**src/rtl/sim_ram_arb_pkg.sv**
```systemverilog
// rtl/sim_ram_arb_pkg.sv - shared types and grant helper for sim_ram_arbiter
// Tag and scoreboard entry layouts used by the arbiter's delay lines.
package sim_ram_arb_pkg;

  localparam int NUM_PORTS = 2;
  // Wide enough for any 32-bit byte address; narrower builds zero-extend.
  localparam int SB_WORD_W = 30;

  typedef struct packed {
    logic valid;
    logic port;
    logic write;
  } tag_t;

  typedef struct packed {
    logic                 valid;
    logic [SB_WORD_W-1:0] word;
  } sb_entry_t;

  // Round-robin pick: the port that did not win last time has priority.
  function automatic logic pick_port(input logic [NUM_PORTS-1:0] elig, input logic last);
    if (elig[0] && elig[1]) return ~last;
    return elig[1];
  endfunction

endpackage

```
**src/rtl/sim_ram_arbiter_if.sv**
```systemverilog
// rtl/sim_ram_arbiter_if.sv - requester-side request/response bundle for sim_ram_arbiter
// Index p of every vector belongs to requester port p.
interface sim_ram_arbiter_if
  import sim_ram_arb_pkg::*;
#(
  parameter int ADDR_WIDTH = 12,
  parameter int DATA_WIDTH = 32
);

  logic [NUM_PORTS-1:0]                   req_valid;
  logic [NUM_PORTS-1:0]                   req_ready;
  logic [NUM_PORTS-1:0]                   req_write;
  logic [NUM_PORTS-1:0][ADDR_WIDTH-1:0]   req_addr;
  logic [NUM_PORTS-1:0][DATA_WIDTH-1:0]   req_wdata;
  logic [NUM_PORTS-1:0][DATA_WIDTH/8-1:0] req_wstrb;
  logic [NUM_PORTS-1:0]                   resp_valid;
  logic [NUM_PORTS-1:0]                   resp_write;
  logic [NUM_PORTS-1:0][DATA_WIDTH-1:0]   resp_rdata;

  modport master (
    output req_valid, req_write, req_addr, req_wdata, req_wstrb,
    input  req_ready, resp_valid, resp_write, resp_rdata
  );

  modport slave (
    input  req_valid, req_write, req_addr, req_wdata, req_wstrb,
    output req_ready, resp_valid, resp_write, resp_rdata
  );

endinterface

```
**src/rtl/sim_ram_arb_delay_line.sv**
```systemverilog
// rtl/sim_ram_arb_delay_line.sv - fixed-depth shift register with async clear
// Exposes the oldest TAPS stages; taps[TAPS-1] is the stage about to fall off the end.
module sim_ram_arb_delay_line #(
  parameter int DEPTH = 2,
  parameter int WIDTH = 1,
  parameter int TAPS  = 1
) (
  input  logic                       clock,
  input  logic                       reset,
  input  logic [WIDTH-1:0]           din,
  output logic [TAPS-1:0][WIDTH-1:0] taps
);

  logic [DEPTH-1:0][WIDTH-1:0] stage;

  always_ff @(posedge clock or negedge reset) begin
    if (!reset) begin
      stage <= '0;
    end else begin
      stage[0] <= din;
      for (int i = 1; i < DEPTH; i++) begin
        stage[i] <= stage[i-1];
      end
    end
  end

  assign taps = stage[DEPTH-1 -: TAPS];

endmodule

```
**src/rtl/sim_ram_arbiter.sv**
```systemverilog
// rtl/sim_ram_arbiter.sv - two-port round-robin arbiter and sequencer for the fixed-latency sim RAM
// Define SIM_RAM_ARB_HAZARD_EN to stall reads hitting a word still in the RAM write delay line.
module sim_ram_arbiter
  import sim_ram_arb_pkg::*;
#(
  parameter int ADDR_WIDTH  = 12,
  parameter int DATA_WIDTH  = 32,
  parameter int READ_DELAY  = 2,
  parameter int WRITE_DELAY = 2
) (
  input  logic                    clock,
  input  logic                    reset,
  sim_ram_arbiter_if.slave        bus,
  output logic [ADDR_WIDTH-1:0]   ram_raddr,
  output logic [ADDR_WIDTH-1:0]   ram_waddr,
  output logic [DATA_WIDTH/8-1:0] ram_wstrb,
  output logic [DATA_WIDTH-1:0]   ram_wdata,
  input  logic [DATA_WIDTH-1:0]   ram_rdata
);

  logic                 last_q;
  logic [NUM_PORTS-1:0] blocked;
  logic [NUM_PORTS-1:0] elig;
  logic                 grant_any;
  logic                 grant_port;
  logic                 grant_write;
  tag_t                 tag_in;
  tag_t                 tag_out;

  // Gating eligibility with reset keeps req_ready and every RAM pin low during reset.
  always_comb begin
    elig        = reset ? (bus.req_valid & ~(blocked & ~bus.req_write)) : '0;
    grant_any   = |elig;
    grant_port  = pick_port(elig, last_q);
    grant_write = grant_any & bus.req_write[grant_port];
    bus.req_ready = '0;
    if (grant_any) bus.req_ready[grant_port] = 1'b1;
  end

  always_comb begin
    ram_raddr = '0;
    ram_waddr = '0;
    ram_wstrb = '0;
    ram_wdata = '0;
    if (grant_write) begin
      ram_waddr = bus.req_addr[grant_port];
      ram_wstrb = bus.req_wstrb[grant_port];
      ram_wdata = bus.req_wdata[grant_port];
    end else if (grant_any) begin
      ram_raddr = bus.req_addr[grant_port];
    end
  end

  always_ff @(posedge clock or negedge reset) begin
    if (!reset) begin
      last_q <= 1'b1;
    end else if (grant_any) begin
      last_q <= grant_port;
    end
  end

  always_comb begin
    tag_in       = '0;
    tag_in.valid = grant_any;
    tag_in.port  = grant_port;
    tag_in.write = grant_write;
  end

  sim_ram_arb_delay_line #(
    .DEPTH (READ_DELAY),
    .WIDTH ($bits(tag_t)),
    .TAPS  (1)
  ) u_tag_pipe (
    .clock (clock),
    .reset (reset),
    .din   (tag_in),
    .taps  (tag_out)
  );

  // The oldest tag lines up with the RAM's read data for the same operation.
  always_comb begin
    bus.resp_valid = '0;
    bus.resp_write = '0;
    bus.resp_rdata = '0;
    if (tag_out.valid) begin
      bus.resp_valid[tag_out.port] = 1'b1;
      bus.resp_write[tag_out.port] = tag_out.write;
      if (!tag_out.write) bus.resp_rdata[tag_out.port] = ram_rdata;
    end
  end

`ifdef SIM_RAM_ARB_HAZARD_EN
  sb_entry_t                   sb_in;
  sb_entry_t [WRITE_DELAY-1:0] sb_taps;

  always_comb begin
    sb_in       = '0;
    sb_in.valid = grant_write;
    sb_in.word  = SB_WORD_W'(bus.req_addr[grant_port][ADDR_WIDTH-1:2]);
  end

  sim_ram_arb_delay_line #(
    .DEPTH (WRITE_DELAY),
    .WIDTH ($bits(sb_entry_t)),
    .TAPS  (WRITE_DELAY)
  ) u_scoreboard (
    .clock (clock),
    .reset (reset),
    .din   (sb_in),
    .taps  (sb_taps)
  );

  // Whole-word match: a partial write still makes the word unsafe to read.
  always_comb begin
    blocked = '0;
    for (int p = 0; p < NUM_PORTS; p++) begin
      for (int s = 0; s < WRITE_DELAY; s++) begin
        if (sb_taps[s].valid &&
            sb_taps[s].word == SB_WORD_W'(bus.req_addr[p][ADDR_WIDTH-1:2])) begin
          blocked[p] = 1'b1;
        end
      end
    end
  end
`else
  assign blocked = '0;
`endif

endmodule

```
**src/flat_wrapper.sv**
```systemverilog
// flat-port wrapper written by rule: the top's interface ports become plain ports
module sim_ram_arbiter_flat import sim_ram_arb_pkg::*;
#(
  parameter int ADDR_WIDTH  = 12,
  parameter int DATA_WIDTH  = 32,
  parameter int READ_DELAY  = 2,
  parameter int WRITE_DELAY = 2
)
  (clock, reset, ram_raddr, ram_waddr, ram_wstrb, ram_wdata, ram_rdata, bus_req_valid, bus_req_write, bus_req_addr, bus_req_wdata, bus_req_wstrb, bus_req_ready, bus_resp_valid, bus_resp_write, bus_resp_rdata);
  sim_ram_arbiter_if #(.ADDR_WIDTH(ADDR_WIDTH), .DATA_WIDTH(DATA_WIDTH)) bus_i ();
  input  logic clock;
  input  logic reset;
  output logic [ADDR_WIDTH-1:0] ram_raddr;
  output logic [ADDR_WIDTH-1:0] ram_waddr;
  output logic [DATA_WIDTH/8-1:0] ram_wstrb;
  output logic [DATA_WIDTH-1:0] ram_wdata;
  input  logic [DATA_WIDTH-1:0] ram_rdata;
  input wire logic [$bits(bus_i.req_valid)-1:0] bus_req_valid;
  input wire logic [$bits(bus_i.req_write)-1:0] bus_req_write;
  input wire logic [$bits(bus_i.req_addr)-1:0] bus_req_addr;
  input wire logic [$bits(bus_i.req_wdata)-1:0] bus_req_wdata;
  input wire logic [$bits(bus_i.req_wstrb)-1:0] bus_req_wstrb;
  output wire logic [$bits(bus_i.req_ready)-1:0] bus_req_ready;
  output wire logic [$bits(bus_i.resp_valid)-1:0] bus_resp_valid;
  output wire logic [$bits(bus_i.resp_write)-1:0] bus_resp_write;
  output wire logic [$bits(bus_i.resp_rdata)-1:0] bus_resp_rdata;
  assign bus_i.req_valid = bus_req_valid;
  assign bus_i.req_write = bus_req_write;
  assign bus_i.req_addr = bus_req_addr;
  assign bus_i.req_wdata = bus_req_wdata;
  assign bus_i.req_wstrb = bus_req_wstrb;
  assign bus_req_ready = bus_i.req_ready;
  assign bus_resp_valid = bus_i.resp_valid;
  assign bus_resp_write = bus_i.resp_write;
  assign bus_resp_rdata = bus_i.resp_rdata;
  sim_ram_arbiter #(.ADDR_WIDTH(ADDR_WIDTH), .DATA_WIDTH(DATA_WIDTH), .READ_DELAY(READ_DELAY), .WRITE_DELAY(WRITE_DELAY)) u_core (.clock(clock), .reset(reset), .bus(bus_i), .ram_raddr(ram_raddr), .ram_waddr(ram_waddr), .ram_wstrb(ram_wstrb), .ram_wdata(ram_wdata), .ram_rdata(ram_rdata));
endmodule
```
**config.mk**
```make
export PLATFORM = sky130hd
export DESIGN_NAME = sim_ram_arbiter_flat
export DESIGN_NICKNAME = d
export VERILOG_FILES = /design/src/rtl/sim_ram_arb_pkg.sv /design/src/rtl/sim_ram_arbiter_if.sv /design/src/rtl/sim_ram_arb_delay_line.sv /design/src/rtl/sim_ram_arbiter.sv /design/src/flat_wrapper.sv
export SDC_FILE = /design/constraint.sdc
export NUM_CORES = 1
export LEC_CHECK = 0
export BUFFER_PORTS_ARGS = -buffer_cell sky130_fd_sc_hd__buf_2
export CORE_AREA = 3 3 101 103
export DETAILED_ROUTE_END_ITERATION = 10
export DIE_AREA = 0 0 104 106
export REMOVE_ABC_BUFFERS = 1
export SKIP_LAST_GASP = 1
export SLEW_MARGIN = 10
export SYNTH_ARGS = -nofsm -noshare
export SYNTH_HDL_FRONTEND = slang
export SYNTH_SLANG_ARGS = --single-unit
```
**constraint.sdc**
```tcl
create_clock -name clock -period 1.8 [get_ports clock]
set_clock_uncertainty 0.1 [all_clocks]
set_input_delay 0.18 -clock clock [delete_from_list [all_inputs] [get_ports clock]]
set_output_delay 0.18 -clock clock [all_outputs]
set_load 0.05 [all_outputs]
```
Yosys cells after proc, flatten, opt, wreduce, memory -nomap -nowiden
Cells that the tools add are included.
- mux-type cells: 28
- equal/unequal tests: 0
- shift operators: 0
- add/sub/neg operators: 0
- reduce and logical (&&, ||, !) cells: 4
- $lt $le $gt $ge: 4
- bitwise operators: 4
- divide/modulo/power cells: 0
- multipliers: 0
- operators by type and width (cell ; number):
    two-way mux 32 bit ; 4
    two-way mux 64 bit ; 2
    bitwise AND 64 bit ; 1
    two-way mux 12 bit ; 5
    demux 32 bit (select 1 bit) ; 1
    two-way mux 4 bit ; 3
    two-way mux 2 bit ; 4
    two-way mux 1 bit ; 7
    less-than comparator 1 x 2 -> 1 bit, second input constant ; 2
    logical AND 1 bit ; 3
    bitwise AND 2 bit ; 1
    demux 1 bit (select 1 bit) ; 2
    greater-or-equal comparator 1 bit, second input constant ; 2
    OR reduction 2 bit ; 1
    bitwise AND 1 bit ; 1
    NOT 1 bit ; 1
- flip-flop bits (word level): 7
- RAM bits: 0
- ROM bits: 0
- input bits: 134
- word-level logic and storage cells: 43
- memories: 0
- latch bits: 0

Longest topological paths before layout
- depth after elaboration: 9
- gate-level depth with buffers: 6

By module
Synthesis repeated with hierarchy kept, for this count alone.
- cell total of the unflattened synthesis: 323
- area, all modules: 1661.6 um^2
- by module, submodules not included (module ; cells an instance ; times used ; area each (um^2) ; seq. area each (um^2)):
    sim_ram_arbiter ; 314 ; 1 ; 1488.9 ; 26.3
    sim_ram_arb_delay_line ; 9 ; 1 ; 172.7 ; 150.1

Least setup slack after synthesis
Ideal clock, no wire load.
- kind: reg-to-output
- from: register u_core.last_q
- to: output ram_wdata[25]
- required time: 1520 ps
- path buffers: 1
- cell stages (with the launch flop): 5
- data arrival time: 1802 ps
- path slack: -282 ps
- cells stage by stage: dfstp_2 -> a21bo_2 -> clkbuf_1 -> o21ai_0 -> a21oi_1
- longest elaborated chain between the ends: 7
- RTL lines (what ; line ; source):
    from (decl) ; sim_ram_arbiter.sv:21 ; logic last_q;
    from (signal assigned) ; sim_ram_arbiter.sv:58 ; last_q <= grant_port;
    NOT 1 bit (*) ; sim_ram_arb_pkg.sv:22 ; if (elig[0] && elig[1]) return ~last;
    two-way mux 1 bit (*) ; sim_ram_arb_pkg.sv:22 ;
    two-way mux 1 bit (*) ; sim_ram_arb_pkg.sv:23 ; return elig[1];
    two-way mux 1 bit (implied by the code) (2 in series) ; sim_ram_arbiter.sv:35 ; grant_write = grant_any & bus.req_write[grant_port];
    bitwise AND 1 bit ; sim_ram_arbiter.sv:35 ;
    two-way mux 32 bit (*) ; sim_ram_arbiter.sv:45 ; if (grant_write) begin
    to (decl) ; flat_wrapper.sv:16 ; output logic [DATA_WIDTH-1:0] ram_wdata;
Every way passes the cells marked *; elsewhere a longest branch is shown, timed or not. The select of a mux whose other input is x is not followed.

Final worst setup path
- from: register u_core.last_q
- to: output ram_raddr[7]
- longest elaborated chain between the ends: 7
- RTL lines (what ; line ; source):
    NOT 1 bit (*) ; sim_ram_arb_pkg.sv:22 ;
    two-way mux 1 bit (*) ; sim_ram_arb_pkg.sv:22 ;
    two-way mux 1 bit (*) ; sim_ram_arb_pkg.sv:23 ;
    two-way mux 12 bit (implied by the code) or two-way mux 1 bit (tied branches) (2 in series) ; sim_ram_arbiter.sv:50, sim_ram_arbiter.sv:35 ;
    two-way mux 12 bit or bitwise AND 1 bit (tied branches) ; sim_ram_arbiter.sv:49, sim_ram_arbiter.sv:35 ;
    two-way mux 12 bit (*) ; sim_ram_arbiter.sv:45 ;
    to (decl) ; flat_wrapper.sv:13 ; output logic [ADDR_WIDTH-1:0] ram_raddr;
Marked as above.

==> run metrics <==
Synth Register Bits=7; worst-skew pair later-pin latency=~0.22 ns; cell area power density=approximately 450 nW/µm²; Ports=about 260; # fillers=982; Pleak=around 2.2 nW; Crit Path Category=reg -> out; Max FO, Critical Path=23; DRT Wirelength=12.6 mm; met2 GRT Util=roughly two fifths; final core utilization=between 40 and 50%; cell count of the worst hold path=0; row cnt=35; GRT overflow=0; Layout Cells excl Fill=between 700 and 800; commonest non-fill, non-tap cell in the layout=buf_2; core area=approximately 9300 µm²; sequential share of the synthesized area=roughly a tenth; register area=between 150 and 200 µm²; RSZ-0062 raised after global routing=true; Final nets=730; Setup Viol. Count Final=60; Crit path arrival time=1.81 ns; drt pass-1 iters=4; vias post-DR=between 3000 and 4000; Initial Util=~18%; clock sinks=7; gpl congestion=between 0.8 and 0.9; Global Route met1 Usage=a little over a fifth; Fin. Hold Viols=0; Final min period=between 2 and 2.5 ns; most frequent cells in the layout=198 x buf_2, 68 x nor2_1, 56 x buf_4, 45 x nand3_1, 41 x o21ai_0; Antenna Nets Post-Route=0; first-pass GRT wire length=18.0 mm; Multi-input gate area=between 1500 and 2000 µm²; failing checks=negative setup slack; setup ws final=-0.286 ns; largest net degree at the start of global routing=35; vias in the first global route=3385; Peak VDD IR=around 0.17 mV; slew at the pin closest to its max-slew limit=0.506 ns; R2R setup slack=about 0.34 ns; worst r2r src=u_core.last_q; placed cells=702; fmax=between 400 and 500 MHz; routed wire length per instance=between 15 and 20 µm; busiest grt layer=met2; Total Routing Usage GR=20.3%; crit start category=flop; Reg2Reg Depth=5; Final period util=116%; Synth Cell Area=1670 µm²; CTS tree=yes; count of cell types in the netlist=25; max_cap viols=0; die area=between 10000 and 15000 µm²; Design Power=about 1.9 mW; met3 Resource Use GR=approximately 4.3%; CP endpoint kind=primary output; Clock Tree Root=clkbuf_8; crit path launch=u_core.last_q; Min-Delay Path Class=reg -> reg; Area Growth Syn to Fin=146%; end point of the critical path=ram_raddr[7]; Port Buffers=between 200 and 300; Detailed Place HPWL=around 9 mm; Slew Viols, Final=0; initial antenna violation count=6; synthesized instance count=320; largest buffer count on any clock path=2; CP required=1.52 ns; vias per cell=about 4.9; H-tree depth=1; Slew HR=roughly two thirds; Clock transition at path regs=about 0.040 ns; Die Y=about 110 µm; Synth warnings=0; share of layout cells above drive strength 1=58.8%; Syn Area/Cell=~5.2 µm²; Reg-to-Reg End=u_core.u_tag_pipe.stage[0]; CTS buffer count=3; Starting DRT DRC Count=between 300 and 400; # DRC=0; die width=around 100 µm; status=finished with violations
[final cells by class]
class | instances | share of cell area (%)
tap | 129 | 3.93
clock inverter | 1 | 0.122
clock buffer | 3 | 1.00
multi-input combinational | 270 | 36.8
inverter | 6 | 0.548
sequential | 7 | 4.29
antenna | 3 | 0.183
timing repair buffer | 308 | 53.1
[timing repair]
item | 4_1_cts | 5_1_grt
hold endpoints to repair | 6 | 0
buffers inserted | 7 | 4
gates cloned | 4 | 3
pin swaps | 3 | 7
setup endpoints to repair | 61 | 64
hold buffers | 2 | 0
gates resized for setup | 86 | 64
[flip-flops by register name (all words and copies together), names as in the netlist]
register                 count
u_core.u_tag_pipe.taps       3
u_core.u_tag_pipe.stage      3
u_core.last_q                1
[through the flow]
step / hold WS (ns) / setup TNS, ns / setup slack [ns] / instance area (µm²)
6_report: 0.243 / -12.18 / -0.286 / 4110
3_3_place_gp: 0.0942 / -0.737 / -0.0782 / 3320
5_1_grt: 0.250 / -15.76 / -0.323 / 4110
3_5_place_dp: 0.0907 / -1.56 / -0.122 / 3320
2_1_floorplan: -0.216 / -106.25 / -1.74 / 1490
4_1_cts: 0.244 / -12.63 / -0.264 / 3810
[layer usage]
| layer | wire length (µm) | part of all wire [%] |
|---|---|---|
| met1 | 4410 | 35 |
| met2 | 6530 | 52 |
| met3 | 1090 | 8.6 |
| met4 | 531 | 4.2 |
| met5 | 38 | 0.30 |
[critical path: stages (launching register included)]
cell,delay (ns)
dfstp_2,0.39
a21bo_4,0.24
buf_12,0.16
o21ai_0,0.43
a21oi_1,0.14
buf_4,0.21
[synthesized netlist by cell type]
library cell / n / area share, %
nor2_1: 69 / 16
a21oi_1: 51 / 15
o21ai_0: 49 / 15
nand3_1: 48 / 14
nand2_1: 33 / 7.4
clkbuf_1: 21 / 4.7
a21oi_2: 9 / 4.7
buf_2: 9 / 2.7
dfrtp_1: 6 / 9.0
inv_1: 4 / 0.90
buf_4: 3 / 1.3
and2_1: 2 / 0.75
buf_6: 2 / 1.3
nand2b_1: 2 / 0.75
nor2b_1: 2 / 0.75
a21bo_2: 1 / 0.60
a21boi_2: 1 / 0.67
a21o_1: 1 / 0.45
a32oi_1: 1 / 0.52
a32oi_2: 1 / 0.97
buf_1: 1 / 0.22
clkbuf_2: 1 / 0.30
clkinv_1: 1 / 0.22
dfstp_2: 1 / 1.6
inv_2: 1 / 0.22
[cells by family after synthesis]
logic type	count (synthesis)	share of synthesized area, %
AOI/OAI and AO/OA	114	37.9
buffers and inverters	43	12.0
DFF	7	10.6
and+or+nand+nor	156	39.6
[power breakdown]
group	total [mW]	internal [mW]	switching [mW]
clock network	0.218	0.150	0.0686
logic	1.47	0.531	0.940
registers	0.180	0.172	0.00796
[worst min path at each step]
stage / start / end / slack (ns)
6_report: u_core.u_tag_pipe.stage[1] / u_core.u_tag_pipe.taps[1] / 0.24
3_3_place_gp: reset / u_core.u_tag_pipe.stage[0] / 0.09
4_1_cts: u_core.u_tag_pipe.stage[1] / u_core.u_tag_pipe.taps[1] / 0.24
5_1_grt: u_core.u_tag_pipe.stage[0] / u_core.u_tag_pipe.taps[0] / 0.25
3_5_place_dp: reset / u_core.u_tag_pipe.stage[0] / 0.09
2_1_floorplan: reset / u_core.u_tag_pipe.stage[0] / -0.22
Power figures use the tool's default switching activity.
